[src/rtl/range_bit_expander_pkg.sv]
// Shared types and default widths for the range-to-bit expander.
package range_pkg;
  localparam int unsigned IDX_W_DEF = 32;
  localparam int unsigned POS_W_DEF = 16;

  typedef logic signed [IDX_W_DEF-1:0] idx_t;
  typedef logic        [POS_W_DEF-1:0] pos_t;

  typedef enum logic {
    IDLE = 1'b0,
    EMIT = 1'b1
  } state_e;
endpackage

[src/rtl/range_bit_expander_if.sv]
// Descriptor input stream and flattened bit-index output stream.
interface range_bit_expander_if
  import range_pkg::*;
#(
  parameter int unsigned IDX_W = IDX_W_DEF,
  parameter int unsigned POS_W = POS_W_DEF
);
  logic                    in_valid;
  logic                    in_ready;
  logic signed [IDX_W-1:0] in_msb;
  logic signed [IDX_W-1:0] in_lsb;
  logic                    in_last;
  logic                    out_valid;
  logic                    out_ready;
  logic signed [IDX_W-1:0] out_idx;
  logic                    out_elem_first;
  logic                    out_last;
  logic        [POS_W-1:0] out_pos;

  modport master (
    output in_valid, in_msb, in_lsb, in_last, out_ready,
    input  in_ready, out_valid, out_idx, out_elem_first, out_last, out_pos
  );

  modport slave (
    input  in_valid, in_msb, in_lsb, in_last, out_ready,
    output in_ready, out_valid, out_idx, out_elem_first, out_last, out_pos
  );
endinterface

[src/rtl/range_bit_expander_walker.sv]
// Walks one element's bit indices from msb toward lsb in either direction.
module range_walker
  import range_pkg::*;
#(
  parameter int unsigned IDX_W = IDX_W_DEF
) (
  input  logic                    clk,
  input  logic                    rst_n,
  input  logic                    load,
  input  logic                    adv,
  input  logic signed [IDX_W-1:0] ld_msb,
  input  logic signed [IDX_W-1:0] ld_lsb,
  output logic signed [IDX_W-1:0] cur,
  output logic                    at_end_c,
  output logic                    nxt_at_end_c
);
  logic signed [IDX_W-1:0] fin;
  logic signed [IDX_W-1:0] nxt;
  logic                    down;

  // Stepping stops on equality, so the index never wraps past the bound.
  assign nxt          = down ? cur - IDX_W'(1) : cur + IDX_W'(1);
  assign at_end_c     = (cur == fin);
  assign nxt_at_end_c = (nxt == fin);

  always_ff @(posedge clk or negedge rst_n) begin
    if (!rst_n) begin
      cur  <= '0;
      fin  <= '0;
      down <= 1'b0;
    end else if (load) begin
      cur  <= ld_msb;
      fin  <= ld_lsb;
      down <= (ld_msb >= ld_lsb);
    end else if (adv) begin
      cur  <= nxt;
    end
  end
endmodule

[src/rtl/range_bit_expander.sv]
// Expands a stream of {msb,lsb} range descriptors into one bit index per cycle.
module range_bit_expander
  import range_pkg::*;
#(
  parameter int unsigned IDX_W = IDX_W_DEF,
  parameter int unsigned POS_W = POS_W_DEF
) (
  input  logic                 clk,
  input  logic                 rst_n,
  range_bit_expander_if.slave  bus,
  output logic                 pos_ovf
);
  state_e                  state;
  logic                    ready_en;
  logic                    lastel;
  logic                    at_end_c;
  logic                    nxt_at_end_c;
  logic                    xfer_c;
  logic                    accept_c;
  logic                    adv_c;
  logic signed [IDX_W-1:0] cur;

  // Taking the next descriptor as the current element's final bit leaves keeps 1 bit/cycle.
  assign bus.in_ready = ready_en &
                        ((state == IDLE) | ((state == EMIT) & at_end_c & bus.out_ready));
  assign xfer_c       = bus.out_valid & bus.out_ready;
  assign accept_c     = bus.in_valid & bus.in_ready;
  assign adv_c        = xfer_c & ~at_end_c;
  assign bus.out_idx  = cur;

  range_walker #(.IDX_W(IDX_W)) u_walker (
    .clk          (clk),
    .rst_n        (rst_n),
    .load         (accept_c),
    .adv          (adv_c),
    .ld_msb       (bus.in_msb),
    .ld_lsb       (bus.in_lsb),
    .cur          (cur),
    .at_end_c     (at_end_c),
    .nxt_at_end_c (nxt_at_end_c)
  );

  always_ff @(posedge clk or negedge rst_n) begin
    if (!rst_n) begin
      state              <= IDLE;
      ready_en           <= 1'b0;
      lastel             <= 1'b0;
      bus.out_valid      <= 1'b0;
      bus.out_elem_first <= 1'b0;
      bus.out_last       <= 1'b0;
      bus.out_pos        <= '0;
      pos_ovf            <= 1'b0;
    end else begin
      ready_en <= 1'b1;

      if (accept_c) begin
        state              <= EMIT;
        lastel             <= bus.in_last;
        bus.out_valid      <= 1'b1;
        bus.out_elem_first <= 1'b1;
        bus.out_last       <= bus.in_last & (bus.in_msb == bus.in_lsb);
      end else if ((state == EMIT) && xfer_c) begin
        if (at_end_c) begin
          state              <= IDLE;
          bus.out_valid      <= 1'b0;
          bus.out_elem_first <= 1'b0;
          bus.out_last       <= 1'b0;
        end else begin
          bus.out_elem_first <= 1'b0;
          bus.out_last       <= lastel & nxt_at_end_c;
        end
      end

      // Position restarts after the connection's final bit; wrapping earlier is an overflow.
      if (xfer_c) begin
        if (bus.out_last) begin
          bus.out_pos <= '0;
        end else begin
          bus.out_pos <= bus.out_pos + POS_W'(1);
          if (&bus.out_pos) pos_ovf <= 1'b1;
        end
      end
    end
  end
endmodule

[src/flat_wrapper.sv]
// flat-port wrapper written by rule: the top's interface ports become plain ports
module range_bit_expander_flat import range_pkg::*;
#(
  parameter int unsigned IDX_W = IDX_W_DEF,
  parameter int unsigned POS_W = POS_W_DEF
)
  (clk, rst_n, pos_ovf, bus_in_valid, bus_in_msb, bus_in_lsb, bus_in_last, bus_out_ready, bus_in_ready, bus_out_valid, bus_out_idx, bus_out_elem_first, bus_out_last, bus_out_pos);
  range_bit_expander_if #(.IDX_W(IDX_W), .POS_W(POS_W)) bus_i ();
  input  logic clk;
  input  logic rst_n;
  output logic pos_ovf;
  input wire logic [$bits(bus_i.in_valid)-1:0] bus_in_valid;
  input wire logic [$bits(bus_i.in_msb)-1:0] bus_in_msb;
  input wire logic [$bits(bus_i.in_lsb)-1:0] bus_in_lsb;
  input wire logic [$bits(bus_i.in_last)-1:0] bus_in_last;
  input wire logic [$bits(bus_i.out_ready)-1:0] bus_out_ready;
  output wire logic [$bits(bus_i.in_ready)-1:0] bus_in_ready;
  output wire logic [$bits(bus_i.out_valid)-1:0] bus_out_valid;
  output wire logic [$bits(bus_i.out_idx)-1:0] bus_out_idx;
  output wire logic [$bits(bus_i.out_elem_first)-1:0] bus_out_elem_first;
  output wire logic [$bits(bus_i.out_last)-1:0] bus_out_last;
  output wire logic [$bits(bus_i.out_pos)-1:0] bus_out_pos;
  assign bus_i.in_valid = bus_in_valid;
  assign bus_i.in_msb = bus_in_msb;
  assign bus_i.in_lsb = bus_in_lsb;
  assign bus_i.in_last = bus_in_last;
  assign bus_i.out_ready = bus_out_ready;
  assign bus_in_ready = bus_i.in_ready;
  assign bus_out_valid = bus_i.out_valid;
  assign bus_out_idx = bus_i.out_idx;
  assign bus_out_elem_first = bus_i.out_elem_first;
  assign bus_out_last = bus_i.out_last;
  assign bus_out_pos = bus_i.out_pos;
  range_bit_expander #(.IDX_W(IDX_W), .POS_W(POS_W)) u_core (.clk(clk), .rst_n(rst_n), .bus(bus_i), .pos_ovf(pos_ovf));
endmodule
[config.mk]
export PLATFORM = sky130hd
export DESIGN_NAME = range_bit_expander_flat
export DESIGN_NICKNAME = d
export VERILOG_FILES = /design/src/rtl/range_bit_expander_pkg.sv /design/src/rtl/range_bit_expander_if.sv /design/src/rtl/range_bit_expander_walker.sv /design/src/rtl/range_bit_expander.sv /design/src/flat_wrapper.sv
export SDC_FILE = /design/constraint.sdc
export NUM_CORES = 1
export LEC_CHECK = 0
export CORE_AREA = 4 4 137 139
export DETAILED_ROUTE_END_ITERATION = 10
export DIE_AREA = 0 0 141 143
export GPL_ROUTABILITY_DRIVEN = 0
export PLACE_DENSITY = 0.72
export RECOVER_POWER = 100
export REMOVE_ABC_BUFFERS = 1
export SLEW_MARGIN = 20
export SYNTH_ARGS = -nofsm -noshare
export SYNTH_HDL_FRONTEND = slang
export SYNTH_SLANG_ARGS = --single-unit
export TNS_END_PERCENT = 20
[constraint.sdc]
create_clock -name clk -period 4.26 [get_ports clk]
set_input_delay 0.639 -clock clk [delete_from_list [all_inputs] [get_ports clk]]
set_output_delay 0.639 -clock clk [all_outputs]
set_load 0.005 [all_outputs]
=== After elaboration in Yosys (flattened, before gate mapping) ===
Cells that the tools add are included.

* Input bits: 69
* Output and inout bits: 53
* Word-level logic and storage cells: 47
* Register bits: 87

* Muxes and demuxes: 12
* Add/sub/neg operators: 3
* Bitwise operators: 12
* Reduce and logical (&&, ||, !) cells: 6
* Order comparisons: 1
* Equal/unequal tests: 3

{| class="wikitable"
|+ Operators with widths
! operator !! number
|-
| $eq 32x32->1 || 3
|-
| $mux 32 || 3
|-
| $add 32x2->32 const B || 1
|-
| $ge 32x32->1 || 1
|-
| $sub 32x2->32 const B || 1
|-
| $reduce_and 18->1 || 1
|-
| $add 16x1->16 const B || 1
|-
| $mux 16 || 1
|-
| $and 1x1->1 || 8
|-
| $mux 1 || 8
|-
| $reduce_bool 2->1 || 3
|-
| $not 1->1 || 3
|-
| $reduce_and 2->1 || 1
|-
| $logic_and 1x1->1 || 1
|-
| $or 1x1->1 || 1
|}

=== Logic depth before layout (Yosys ltp) ===
* Depth after elaboration: 8
* Depth in mapped cells: 12
* Mapped depth without buffers: 12

=== By module ===
From an unflattened synthesis, not the netlist that was laid out.

* Cell total of the unflattened synthesis: 887
* Area, all modules: 7751.2 µm²

{| class="wikitable"
|+ By module, submodules not included
! module !! area an instance (µm²) !! times used !! cells an instance
|-
| range_walker || 6338.6 || 1 || 730
|-
| range_bit_expander || 1412.6 || 1 || 157
|}

=== Worst setup path after synthesis ===
Ideal clock, no wire load.

* Path type: register to register
* Start: reg u_core.u_walker.down
* End: reg u_core.bus.out_last
* Path buffers: 1
* Setup slack: 0.406 ns
* Cell stages (with the launch flop): 13
* Data required time: 4.184 ns
* Arrival: 3.777 ns
* Path through: dfrtp_1 > ha_1 > buf_6 > and3_4 > a221oi_4 > o211ai_4 > mux2_4 > or4_1 > a221o_1 > a2111o_1 > nor4_2 > nand4_1 > o21ai_1

* Word-level cells in the longest chain between the ends: 6

{| class="wikitable"
|+ RTL lines
! element !! line !! text
|-
| start: declaration || range_bit_expander_walker.sv:19 || <nowiki>logic down;</nowiki>
|-
| start signal: assignment || range_bit_expander_walker.sv:34 || <nowiki>down <= (ld_msb >= ld_lsb);</nowiki>
|-
| $mux 32 || range_bit_expander_walker.sv:22 || <nowiki>assign nxt = down ? cur - IDX_W'(1) : cur + IDX_W'(1);</nowiki>
|-
| $eq 32x32->1 || range_bit_expander_walker.sv:24 || <nowiki>assign nxt_at_end_c = (nxt == fin);</nowiki>
|-
| $and 1x1->1 || range_bit_expander.sv:70 || <nowiki>bus.out_last <= lastel & nxt_at_end_c;</nowiki>
|-
| $mux 1 || range_bit_expander.sv:63 || <nowiki>if (at_end_c) begin</nowiki>
|-
| $mux 1 || range_bit_expander.sv:62 || <nowiki>end else if ((state == EMIT) && xfer_c) begin</nowiki>
|-
| $mux 1 || range_bit_expander.sv:56 || <nowiki>if (accept_c) begin</nowiki>
|-
| end signal: assignment || range_bit_expander.sv:61 || <nowiki>bus.out_last <= bus.in_last & (bus.in_msb == bus.in_lsb);</nowiki>
|-
| end signal: assignment || range_bit_expander.sv:70 ||
|-
| end: declaration || range_bit_expander_if.sv:27 || <nowiki>output in_ready, out_valid, out_idx, out_elem_first, out_last, out_pos</nowiki>
|}

Every way passes these cells. The select of a mux whose other input is x is not followed.
A chain may end at the register's enable or synchronous reset.

=== Worst setup path after layout ===
Same ends and word-level chain as after synthesis.

==> results by group <==
Detailed routing
  • Antenna violation net count after detailed routing: 0
  • Overall routed net length: 21.9 mm
  • Pre-Repair DR Iteration Count: 5
  • DRT iter0 DRCs: 610
  • Vias/cell: 5.73
  • Vias: 6841
  • WL per Instance: 18.4 um
  • DRC Markers: 0

Logic synthesis
  • Yosys top cell by area: dfrtp_1
  • Cell Area, Synth: 0.00721 mm2
  • Synth Register Bits: 87
  • Seq/Total Area, Yosys: 30.2%
  • Distinct cells, synth: 67
  • Yosys top cell area share: 30.2%
  • Asr flop ratio synth: 100%
  • Most common cell in the synthesized netlist: nand2_1
  • Total of warnings raised by yosys: 0
  • Main flop type after synthesis: dfrtp_1
  • Post-synth EDFFs: 0
  • Syn avg cell area: 8.36 um2
  • Top post-synthesis cells by area: dfrtp_1, ha_1, xor2_1
  • Synth Instances: 863
  • Commonest cells in the netlist: nand2_1, dfrtp_1, o21ai_0

Worst setup path
  • Maximum fanout along the worst path: 17
  • CP delay by family, top: compound AO/OA/AOI/OAI gates
  • Worst path max stage delay: 760 ps
  • Slowest-stage cell, CP: dfrtp_1
  • CP Data Arrival Time: 4330 ps
  • Setup CP Type: reg -> reg
  • Worst EP required: 4550 ps
  • CP Capture Type: flop
  • Startpoint Class: flop
  • Reg2reg end: u_core.bus.out_last$_DFFE_PN0P_
  • R2r setup slk: 220 ps
  • R2R cell count: 11
  • Buffers & Inverters on Critical Path: 0
  • Reg2Reg Launch Point: u_core.u_walker.down$_DFFE_PN0P_
  • Cells along the critical path: ha_1, a21o_1, a221oi_4, o211ai_4, mux2_4, or4_1, a221o_1, a2111o_1, nor4_2, nand4_1, o21ai_1

STA
  • Final worst path period share: 94.8%
  • Least-Margin Pin Slew: 3280 ps
  • Setup TNS: 0 ps
  • Final Slew Violations: 81
  • RSZ-0062 raised after global routing: false
  • Peak Freq: 0.248 GHz
  • Final setup violating endpoints: 0
  • Final hold vios: 0
  • Post-layout min period: 4040 ps
  • Max_slew headroom: -119%
  • Max Clock Skew: 12.7 ps

Floorplan
  • Die W: 141 um
  • Overall die height: 143 um
  • Row count: 49
  • # IOs: 122
  • Core area: 0.0177 mm2
  • Die area: 0.0202 mm2
  • Starting Density: 40.8%

GRT
  • Grt ovf: 0
  • Total GRT Usage: 21.9%
  • Vias in the first global route: 6583
  • Pin count of the biggest net entering global routing: 60
  • First-pass GRT wire length: 34.9 mm
  • Antenna violations before repair: 0

Finish
  • Area grow syn2layout: 23.3%
  • Final net count: 1092
  • # fillers: 1684
  • Ant. Diodes: 0
  • Layout cells sized above 1: 4.36%
  • Final design utilization: 50.4%

Pwr
  • Internal power: 3.35 mW
  • Final Power: 6.45 mW
  • Sw Pwr: 3.10 mW
  • Leakage power: 3.92 nW
  • Clk pwr share: 12.8%
  • Register share of total power: 21.9%
  • Switch share: 48.1%
  • Combinational share of power: 65.3%
  • Worst VDD drop: 293 uV
  • Power Density: 726 mW/mm2

Clock tree
  • Root buffer cell: clkbuf_16
  • Clock Latency Late Sink: 370 ps
  • Worst-case clock buffer depth: 2
  • Cts hold-fix bufs: 0
  • Sinks on Clock Net: 87
  • CTS tree: yes
  • CTS buffer count: 9
  • H-tree Lvls: 3
  • Clk slew on worst S/H paths: 80 ps

Status
  • Failing checks: capacitance limit, slew limit
  • Status: finished, violations left

Run
  • Number of max-cap violations: 2

Hold path
  • Worst min path class: reg -> reg
  • Hold depth: 2
  • Hold Path End: u_core.bus.out_elem_first$_DFFE_PN0P_
  • Worst Hold Launch: u_core.bus.out_elem_first$_DFFE_PN0P_

Place
  • Post-DP HPWL: 17.2 mm
  • Port Buffers: 121
==> registers in the layout (all words and copies together), names as in the netlist <==
| name | count |
|---|---|
| u_core.bus.out_pos | 16 |
| u_core.state | 1 |
| u_core.bus.out_last | 1 |
| u_core.lastel | 1 |
| u_core.ready_en | 1 |
| u_core.u_walker.down | 1 |
| u_core.u_walker.fin | 32 |
| u_core.pos_ovf | 1 |
| u_core.bus.out_elem_first | 1 |
| u_core.u_walker.cur | 32 |
==> through the flow <==
| stage | hold WS [ps] | area [um2] | setup WS, ps | std cells |
|---|---|---|---|---|
| after global placement | 454 | 8610 | 417 | 1177 |
| after floorplan | 343 | 7030 | -2520 | 818 |
| after global routing | 545 | 8890 | 3.34 | 1193 |
| after CTS | 368 | 8920 | 240 | 1193 |
| final | 501 | 8890 | 223 | 1193 |
| after detailed placement | 487 | 8610 | 249 | 1177 |
==> cell usage in the layout, fill, tap and decap left out, types with 4 or more instances in the layout <==
cell type | Yosys | layout
o21ai_0 | 83 | 83
clkdlybuf4s50_1 | 0 | 65
a211oi_1 | 4 | 4
nor2b_1 | 8 | 8
nor2_1 | 66 | 66
a31oi_1 | 6 | 6
nand3_1 | 8 | 8
nor4_1 | 13 | 13
o22ai_1 | 30 | 30
and2_1 | 6 | 6
a21oi_1 | 61 | 61
a21o_1 | 24 | 24
xnor2_1 | 36 | 36
nand2_1 | 92 | 92
o21bai_1 | 5 | 5
dfrtp_1 | 87 | 87
xnor3_1 | 6 | 6
clkbuf_16 | 0 | 9
nor3_1 | 10 | 10
nand4_1 | 20 | 20
dlygate4sd3_1 | 0 | 55
ha_1 | 63 | 61
o211ai_1 | 5 | 5
o21a_1 | 10 | 10
nand2b_1 | 5 | 5
and3_1 | 14 | 14
buf_4 | 0 | 4
inv_1 | 39 | 39
xor2_1 | 52 | 52
or2_2 | 5 | 5
==> per-layer routing <==
metal | vias to the layer above | track usage (%) | routed length [um]
li1 | 3309 | - | -
met1 | 3227 | 29.4 | 9730
met4 | 0 | 8.11 | 663
met2 | 251 | 35.3 | 10000
met3 | 54 | 4.42 | 1450
met5 | - | 0 | 0
==> logic make-up (layout without fill, tap and decap cells) <==
kind of cell / Yosys count / after routing / share of synthesized area, %
compound gates: 264 / 264 / 22.9
simple gates: 263 / 263 / 17.4
xor+xnor: 95 / 95 / 12.9
flops: 87 / 87 / 30.2
buf+inv: 84 / 185 / 4.51
fa+ha+maj: 64 / 64 / 11.2
mux: 5 / 5 / 0.815
other cells: 1 / 1 / 0.0520
==> worst reg2reg max path, stage by stage (launching register included) <==
cell	delay, ps
dfrtp_1	760
ha_1	420
a21o_1	230
a221oi_4	440
o211ai_4	160
mux2_4	310
or4_1	510
a221o_1	290
a2111o_1	370
nor4_2	200
nand4_1	120
o21ai_1	130
==> worst max-delay path by stage <==
stage / start / end / slack (ps) / cells past startpoint
2_1_floorplan: u_core.u_walker.cur[0]$_DFFE_PN0P_ / u_core.u_walker.cur[0]$_DFFE_PN0P_ / -2520 / 9
3_3_place_gp: u_core.u_walker.down$_DFFE_PN0P_ / u_core.bus.out_last$_DFFE_PN0P_ / 420 / 11
3_5_place_dp: u_core.u_walker.down$_DFFE_PN0P_ / u_core.bus.out_last$_DFFE_PN0P_ / 250 / 11
4_1_cts: u_core.u_walker.down$_DFFE_PN0P_ / u_core.bus.out_last$_DFFE_PN0P_ / 240 / 11
5_1_grt: u_core.u_walker.down$_DFFE_PN0P_ / u_core.bus.out_last$_DFFE_PN0P_ / 3 / 11
6_report: u_core.u_walker.down$_DFFE_PN0P_ / u_core.bus.out_last$_DFFE_PN0P_ / 220 / 11
==> power groups by stage <==
stage / clock network [mW] / logic [mW] / registers (mW)
after global routing: 0.870 / 4.60 / 1.46
after global placement: 0 / 4.14 / 1.43
final: 0.825 / 4.22 / 1.41
after CTS: 0.840 / 4.21 / 1.42
after floorplan: 0 / 2.90 / 1.35
after detailed placement: 0 / 4.16 / 1.43
==> repair_timing <==
| item | 4_1_cts | 5_1_grt |
|---|---|---|
| setup buffers | 0 | 0 |
| endpoints found under the setup margin | 0 | 1 |
| endpoints found under the hold margin | 0 | 0 |
| gates resized for setup | 0 | 2 |
==> final cells by class <==
type / instances / area (um2) / share of cell area, %
Multi-Input combinational cell: 692 / 4710 / 53.0
Sequential cell: 87 / 2180 / 24.5
Timing Repair Buffer: 130 / 1260 / 14.1
Tap cell: 229 / 287 / 3.22
Clock buffer: 9 / 225 / 2.53
Inverter: 39 / 146 / 1.65
Clock inverter: 7 / 83.8 / 0.943
(Power assumes the default switching activity.)
